==> src/rtl/ddc_sched_pkg.sv <==
// Shared types and defaults for the DDC phase-load scheduler.
// Holds the channel record, the FSM state encoding and the default sizing.
package ddc_sched_pkg;

    localparam int NCH         = 8;
    localparam int DDS_LATENCY = 8;

    typedef enum logic [1:0] {
        ST_IDLE   = 2'd0,
        ST_SNAP   = 2'd1,
        ST_LOAD   = 2'd2,
        ST_SETTLE = 2'd3
    } state_t;

    typedef struct packed {
        logic        en;
        logic [31:0] poff;
        logic [31:0] pinc;
    } ch_cfg_t;

endpackage

==> src/rtl/phase_bank.sv <==
// Double-buffered per-channel phase configuration: software writes the shadow
// bank at any time, a snapshot strobe copies it whole into the active bank.
module phase_bank
    import ddc_sched_pkg::*;
#(
    parameter int N = ddc_sched_pkg::NCH
) (
    input  logic                 clk,
    input  logic                 rst,
    input  logic                 wr_en,
    input  logic [$clog2(N)-1:0] wr_addr,
    input  ch_cfg_t              wr_data,
    input  logic                 snap,
    input  logic [$clog2(N)-1:0] rd_idx,
    output ch_cfg_t              rd_data,
    output logic [N-1:0]         shadow_en,
    output logic [N-1:0]         active_en
);

    ch_cfg_t [N-1:0] shadow_q;
    ch_cfg_t [N-1:0] shadow_d;
    ch_cfg_t [N-1:0] active_q;
    ch_cfg_t [N-1:0] active_d;

    // The snapshot copies the pre-edge shadow, so a write on the snapshot
    // edge itself waits for the next sequence.
    always_comb begin
        shadow_d = shadow_q;
        if (wr_en) begin
            shadow_d[wr_addr] = wr_data;
        end
        active_d = snap ? shadow_q : active_q;
    end

    always_ff @(posedge clk or posedge rst) begin
        if (rst) begin
            shadow_q <= '0;
            active_q <= '0;
        end else begin
            shadow_q <= shadow_d;
            active_q <= active_d;
        end
    end

    assign rd_data = active_q[rd_idx];

    always_comb begin
        shadow_en = '0;
        active_en = '0;
        for (int i = 0; i < N; i++) begin
            shadow_en[i] = shadow_q[i].en;
            active_en[i] = active_q[i].en;
        end
    end

endmodule

==> src/rtl/ddc_phase_sched.sv <==
// Commits a bank of per-channel DDS phase settings: snapshot, one load slot per
// channel, then wait out the DDS latency before flagging the DDC outputs valid.
module ddc_phase_sched
    import ddc_sched_pkg::*;
#(
    parameter int NCH         = ddc_sched_pkg::NCH,
    parameter int DDS_LATENCY = ddc_sched_pkg::DDS_LATENCY
) (
    input  logic            s_axis_aclk,
    input  logic            rst,
    input  logic            cfg_we,
    input  logic [2:0]      cfg_addr,
    input  logic [31:0]     cfg_pinc,
    input  logic [31:0]     cfg_poff,
    input  logic            cfg_en,
    input  logic            commit,
    input  logic            commit_resync,
    output logic [63:0]     m_axis_phase_tdata,
    output logic [NCH-1:0]  m_axis_phase_tvalid,
    output logic [NCH-1:0]  resync,
    output logic [NCH-1:0]  ddc_en,
    output logic            busy,
    output logic            done
);

    localparam int IW = $clog2(NCH);
    localparam int CW = (DDS_LATENCY > 1) ? $clog2(DDS_LATENCY) : 1;

    state_t         state_q, state_d;
    logic [IW-1:0]  idx_q, idx_d;
    logic [CW-1:0]  cnt_q, cnt_d;
    logic           pending_q, pending_d;
    logic           pending_rs_q, pending_rs_d;
    logic           rs_flag_q, rs_flag_d;
    logic           fin_q, fin_d;
    logic           done_q, done_d;
    logic [NCH-1:0] tvalid_q, tvalid_d;
    logic [NCH-1:0] resync_q, resync_d;
    logic [NCH-1:0] ddc_en_q, ddc_en_d;
    logic [63:0]    tdata_q, tdata_d;

    logic           snap;
    ch_cfg_t        wr_data;
    ch_cfg_t        rd_data;
    logic [NCH-1:0] shadow_en;
    logic [NCH-1:0] active_en;

    assign wr_data = '{en: cfg_en, poff: cfg_poff, pinc: cfg_pinc};

    phase_bank #(.N(NCH)) u_bank (
        .clk       (s_axis_aclk),
        .rst       (rst),
        .wr_en     (cfg_we),
        .wr_addr   (cfg_addr[IW-1:0]),
        .wr_data   (wr_data),
        .snap      (snap),
        .rd_idx    (idx_q),
        .rd_data   (rd_data),
        .shadow_en (shadow_en),
        .active_en (active_en)
    );

    always_comb begin
        state_d      = state_q;
        idx_d        = idx_q;
        cnt_d        = cnt_q;
        pending_d    = pending_q;
        pending_rs_d = pending_rs_q;
        rs_flag_d    = rs_flag_q;
        fin_d        = 1'b0;
        snap         = 1'b0;
        tvalid_d     = '0;
        resync_d     = '0;
        tdata_d      = tdata_q;
        ddc_en_d     = ddc_en_q;
        // done and the new enable mask land one cycle after the FSM is idle again.
        done_d       = fin_q;
        if (fin_q) begin
            ddc_en_d = active_en;
        end

        case (state_q)
            ST_IDLE: begin
                if (commit || pending_q) begin
                    state_d = ST_SNAP;
                    if (commit) begin
                        pending_rs_d = pending_rs_q | commit_resync;
                    end
                end
            end
            ST_SNAP: begin
                snap         = 1'b1;
                rs_flag_d    = pending_rs_q;
                ddc_en_d     = '0;
                pending_d    = commit;
                pending_rs_d = commit & commit_resync;
                idx_d        = '0;
                // Shadow is what active becomes on this edge, so test it directly.
                if (shadow_en == '0) begin
                    state_d = ST_IDLE;
                    fin_d   = 1'b1;
                end else begin
                    state_d = ST_LOAD;
                end
            end
            ST_LOAD: begin
                if (rd_data.en) begin
                    tvalid_d[idx_q] = 1'b1;
                    resync_d[idx_q] = rs_flag_q;
                    tdata_d         = {rd_data.poff, rd_data.pinc};
                end
                if (idx_q == IW'(NCH - 1)) begin
                    state_d = ST_SETTLE;
                    cnt_d   = CW'(DDS_LATENCY - 1);
                end else begin
                    idx_d = idx_q + 1'b1;
                end
            end
            ST_SETTLE: begin
                if (cnt_q == '0) begin
                    state_d = ST_IDLE;
                    fin_d   = 1'b1;
                end else begin
                    cnt_d = cnt_q - 1'b1;
                end
            end
            default: state_d = ST_IDLE;
        endcase

        // Commits arriving mid-sequence fold into a single queued request.
        if ((state_q == ST_LOAD || state_q == ST_SETTLE) && commit) begin
            pending_d    = 1'b1;
            pending_rs_d = pending_rs_q | commit_resync;
        end
    end

    always_ff @(posedge s_axis_aclk or posedge rst) begin
        if (rst) begin
            state_q      <= ST_IDLE;
            idx_q        <= '0;
            cnt_q        <= '0;
            pending_q    <= 1'b0;
            pending_rs_q <= 1'b0;
            rs_flag_q    <= 1'b0;
            fin_q        <= 1'b0;
            done_q       <= 1'b0;
            tvalid_q     <= '0;
            resync_q     <= '0;
            ddc_en_q     <= '0;
            tdata_q      <= '0;
        end else begin
            state_q      <= state_d;
            idx_q        <= idx_d;
            cnt_q        <= cnt_d;
            pending_q    <= pending_d;
            pending_rs_q <= pending_rs_d;
            rs_flag_q    <= rs_flag_d;
            fin_q        <= fin_d;
            done_q       <= done_d;
            tvalid_q     <= tvalid_d;
            resync_q     <= resync_d;
            ddc_en_q     <= ddc_en_d;
            tdata_q      <= tdata_d;
        end
    end

    assign m_axis_phase_tdata  = tdata_q;
    assign m_axis_phase_tvalid = tvalid_q;
    assign resync              = resync_q;
    assign ddc_en              = ddc_en_q;
    assign busy                = (state_q != ST_IDLE);
    assign done                = done_q;

endmodule

==> config.mk <==
export PLATFORM = sky130hd
export DESIGN_NAME = ddc_phase_sched
export DESIGN_NICKNAME = d
export VERILOG_FILES = /design/src/rtl/ddc_sched_pkg.sv /design/src/rtl/phase_bank.sv /design/src/rtl/ddc_phase_sched.sv
export SDC_FILE = /design/constraint.sdc
export NUM_CORES = 2
export LEC_CHECK = 0
export CAP_MARGIN = 20
export CORE_UTILIZATION = 40
export CTS_CLUSTER_SIZE = 8
export DETAILED_ROUTE_END_ITERATION = 10
export HOLD_SLACK_MARGIN = 0.1
export PLACE_DENSITY_LB_ADDON = 0.08
export SETUP_SLACK_MARGIN = 0.02
export SLEW_MARGIN = 20
export SYNTH_ARGS = -nofsm -noshare
export SYNTH_HDL_FRONTEND = slang
export SYNTH_SLANG_ARGS = --single-unit
==> constraint.sdc <==
create_clock -name s_axis_aclk -period 112.2 [get_ports s_axis_aclk]
set_input_delay 22.44 -clock s_axis_aclk [delete_from_list [all_inputs] [get_ports s_axis_aclk]]
set_output_delay 22.44 -clock s_axis_aclk [all_outputs]
set_load 0.01 [all_outputs]
==> flow_summary.yaml <==
placed_design:
  hpwl_um: 59500
  placed_cells: 5420
  post-place-ws_ns: 85.07
  port_buffers: 162
  finalWeightedCongestion: 0.701
synth:
  yosysWarnings: 0
  synth_seq_cells: 1141
  synth_top_family_by_area: "multiplexers"
  synth_simple_gate_area_frac: 0.147
  synth_ff_type: "dfrtp_1"
  synthArstFlopShare: 1.00
  yosysSeqAreaShare: 0.631
  synthesis.area_um2: 45200
  synth_fa_ha_area_frac: 0.00111
  synth_compound_area_frac: 0.0458
  synth-edff-count: 0
  synth-xor-area-share: 0
  synthTopCellsByArea: "dfrtp_1, mux2_2, nand2_1, a22oi_1, buf_2"
  avgSynthCellArea_um2: 11.4
  syn_nets: 4039
  netlist_instances: 3962
  synth_cell_types: 33
  synth_top_area_cell: "dfrtp_1"
  yosys.area.top_type_share: 0.631
  synthMuxAreaShare: 0.149
worst_setup_path:
  end_kind: "async pin"
  r2r_end: "u_bank.active_q[460]"
  required_ns: 112.95
  setup.worst_path.end: "u_bank.active_q[20]"
  worstSetupPathType: "primary input to async pin"
  reg2reg_slack_ns: 107.78
  worstPathArrival_ns: 26.86
  startpoint: "rst"
  critPathMaxFanout: 109
  startpoint_type: "primary input"
  reg2reg_depth: 6
  r2r_start: "state_q[0]"
timing:
  final_max_slew_viol_count: 0
  finalClockSkew_ns: 0.0159
  hold_violations: 0
  fmax_mhz: 38.3
  maxSlewHeadroom: 0.245
  period_share: 0.233
  finalWorstSetupSlack_ns: 86.09
  rsz0062_at_grt: "no"
  setup_viol: 0
  fin_crit_ns: 26.11
  worst_pin_slew_ns: 1.13
  setup_tns_ns: 0
min_path:
  hp-start: "u_bank.shadow_q[373]"
  hp-class: "register to register"
clock_tree:
  cts_sinks: 1141
  cts_resized: 0
  root_buffer: "clkbuf_16"
  clock_latency_ns: 0.73
  cts.path.max_buffers: 3
  h-tree-depth: 4
  path_clk_slew_ns: 0.05
  cts-hold-fix-buffers: 0
  post_cts_buffers: 0
  cts_inserted_buffers: 160
  cts_tree: "yes"
power_and_ir_drop:
  power.density_nw_per_um2: 26.8
  power_leakage_nw: 24.8
  power_w: 0.00140
  ir_worst_vdd_v: 0.0000157
finish:
  post-route-util: 0.469
  regArea_um2: 28600
  drive_above_1_share: 0.201
  instances_no_fill: 5594
  multiInputGateArea_um2: 15500
  fin_nets: 4172
  syn_to_final_growth_pct: 15.7
  fillCellCount: 10500
grt:
  overflow: 0
  grt_usage: 0.210
  antenna_found_initial: 8
  grt_pass1_vias: 30100
  grt_start_max_net_pins: 192
  grt_pass1_wl_um: 186000
route:
  totalWireLength_um: 118000
  via_per_inst: 5.20
  num_vias: 29100
  post-route-drc-count: 0
  firstDrtPassIters: 5
  drtIter0Drc: 2064
  wire_per_inst_um: 21.1
  ant_nets: 0
floorplan:
  num_io_pins: 163
  core_um2: 111000
  die_area_um2: 114000
  rows: 122
  die_height_um: 338
  dieWidth_um: 338
  start_util: 0.406
flow_run:
  maxCapViolCount: 0
run_status:
  run_status: "finished, final reports clean"
worst min-delay path by stage:
stage / slack, ns / end / depth (start not counted)
after floorplan: 0.35 / done / 0
after CTS: 0.45 / u_bank.active_q[373] / 2
after detailed placement: 0.44 / u_bank.active_q[219] / 2
after global placement: 0.44 / u_bank.active_q[497] / 2
final: 0.44 / u_bank.active_q[373] / 2
after global routing: 0.47 / u_bank.active_q[387] / 2
critical path, cell delays in order:
cell	delay, ns
clkdlybuf4s50_1	0.50
inv_8	0.50
buf_4	0.80
buf_4	0.85
buf_4	0.73
buf_4	0.78
report_power, final:
part           internal, W  switching (W)  leakage, nW
Sequential        0.000552      0.0000771         14.1
Clock             0.000257       0.000166         2.07
Combinational     0.000142       0.000209         8.62
Total             0.000951       0.000453         24.8
placed cells by master (no fill, tap or decap), drive strengths merged, types with 4 or more instances in the layout:
master	n
ha	4
a22oi	257
nor3	6
dfrtp	1141
clkdlybuf4s50	162
nand4	65
mux2i	13
and3	9
inv	10
clkbuf	167
mux2	586
a22o	5
and2	8
a21oi	6
nor3b	7
nand2	1569
buf	55
nor2	11
logic make-up (layout without fill, tap and decap cells):
family,after synthesis,after routing
adders and majority gates,4,4
buffers and inverters,253,396
DFF,1141,1141
muxes,599,599
AOI/OAI and AO/OA,277,277
other,0,1
and+or+nand+nor,1688,1688
routing by layer:
metal | global-route usage | vias to the layer above | part of all wire | wire [um]
met3 | 0.0392 | 188 | 0.047 | 5520
met1 | 0.301 | 14900 | 0.48 | 56300
met4 | 0.0583 | 12 | 0.019 | 2270
met5 | 0 | - | 0.00075 | 88
li1 | - | 13400 | - | -
met2 | 0.326 | 548 | 0.46 | 53700
per-stage QoR:
stage | hold slack, ns | instance area, um2
3_3_place_gp | 0.441 | 48100
2_1_floorplan | 0.352 | 45200
5_1_grt | 0.472 | 52300
6_report | 0.442 | 52300
3_5_place_dp | 0.442 | 48100
4_1_cts | 0.449 | 52300
synth_stat cells (all sizes together) (7+ instances only):
library cell and instances:
and2 8, inv 7, mux2i 13, nand4 65, nor3b 7, and3 9
clkbuf 94, buf 152, mux2 586, dfrtp 1141, nor2 11, nand2 1569
a22oi 257
final cells by class:
type | instances | area share
diodes | 1 | 0.0000478
clock buffers | 167 | 0.0793
clock inverters | 5 | 0.00112
inverters | 7 | 0.000646
multi-input cells | 2568 | 0.297
flip-flops and latches | 1141 | 0.546
well taps | 1488 | 0.0356
repair buffers | 217 | 0.0401
registers in the layout (all words and copies together) (netlist names), named ones only:
signal               flops
u_bank.active_q        512
u_bank.shadow_q        512
m_axis_phase_tdata      64
ddc_en                   8
m_axis_phase_tvalid      8
resync                   8
u_bank.active_en         8
u_bank.shadow_en         8
cnt_q                    3
idx_q                    3
done                     1
done_d                   1
pending_q                1
pending_rs_q             1
rs_flag_q                1
state_q                  1
Note: power is estimated with default switching activity, not from simulation.
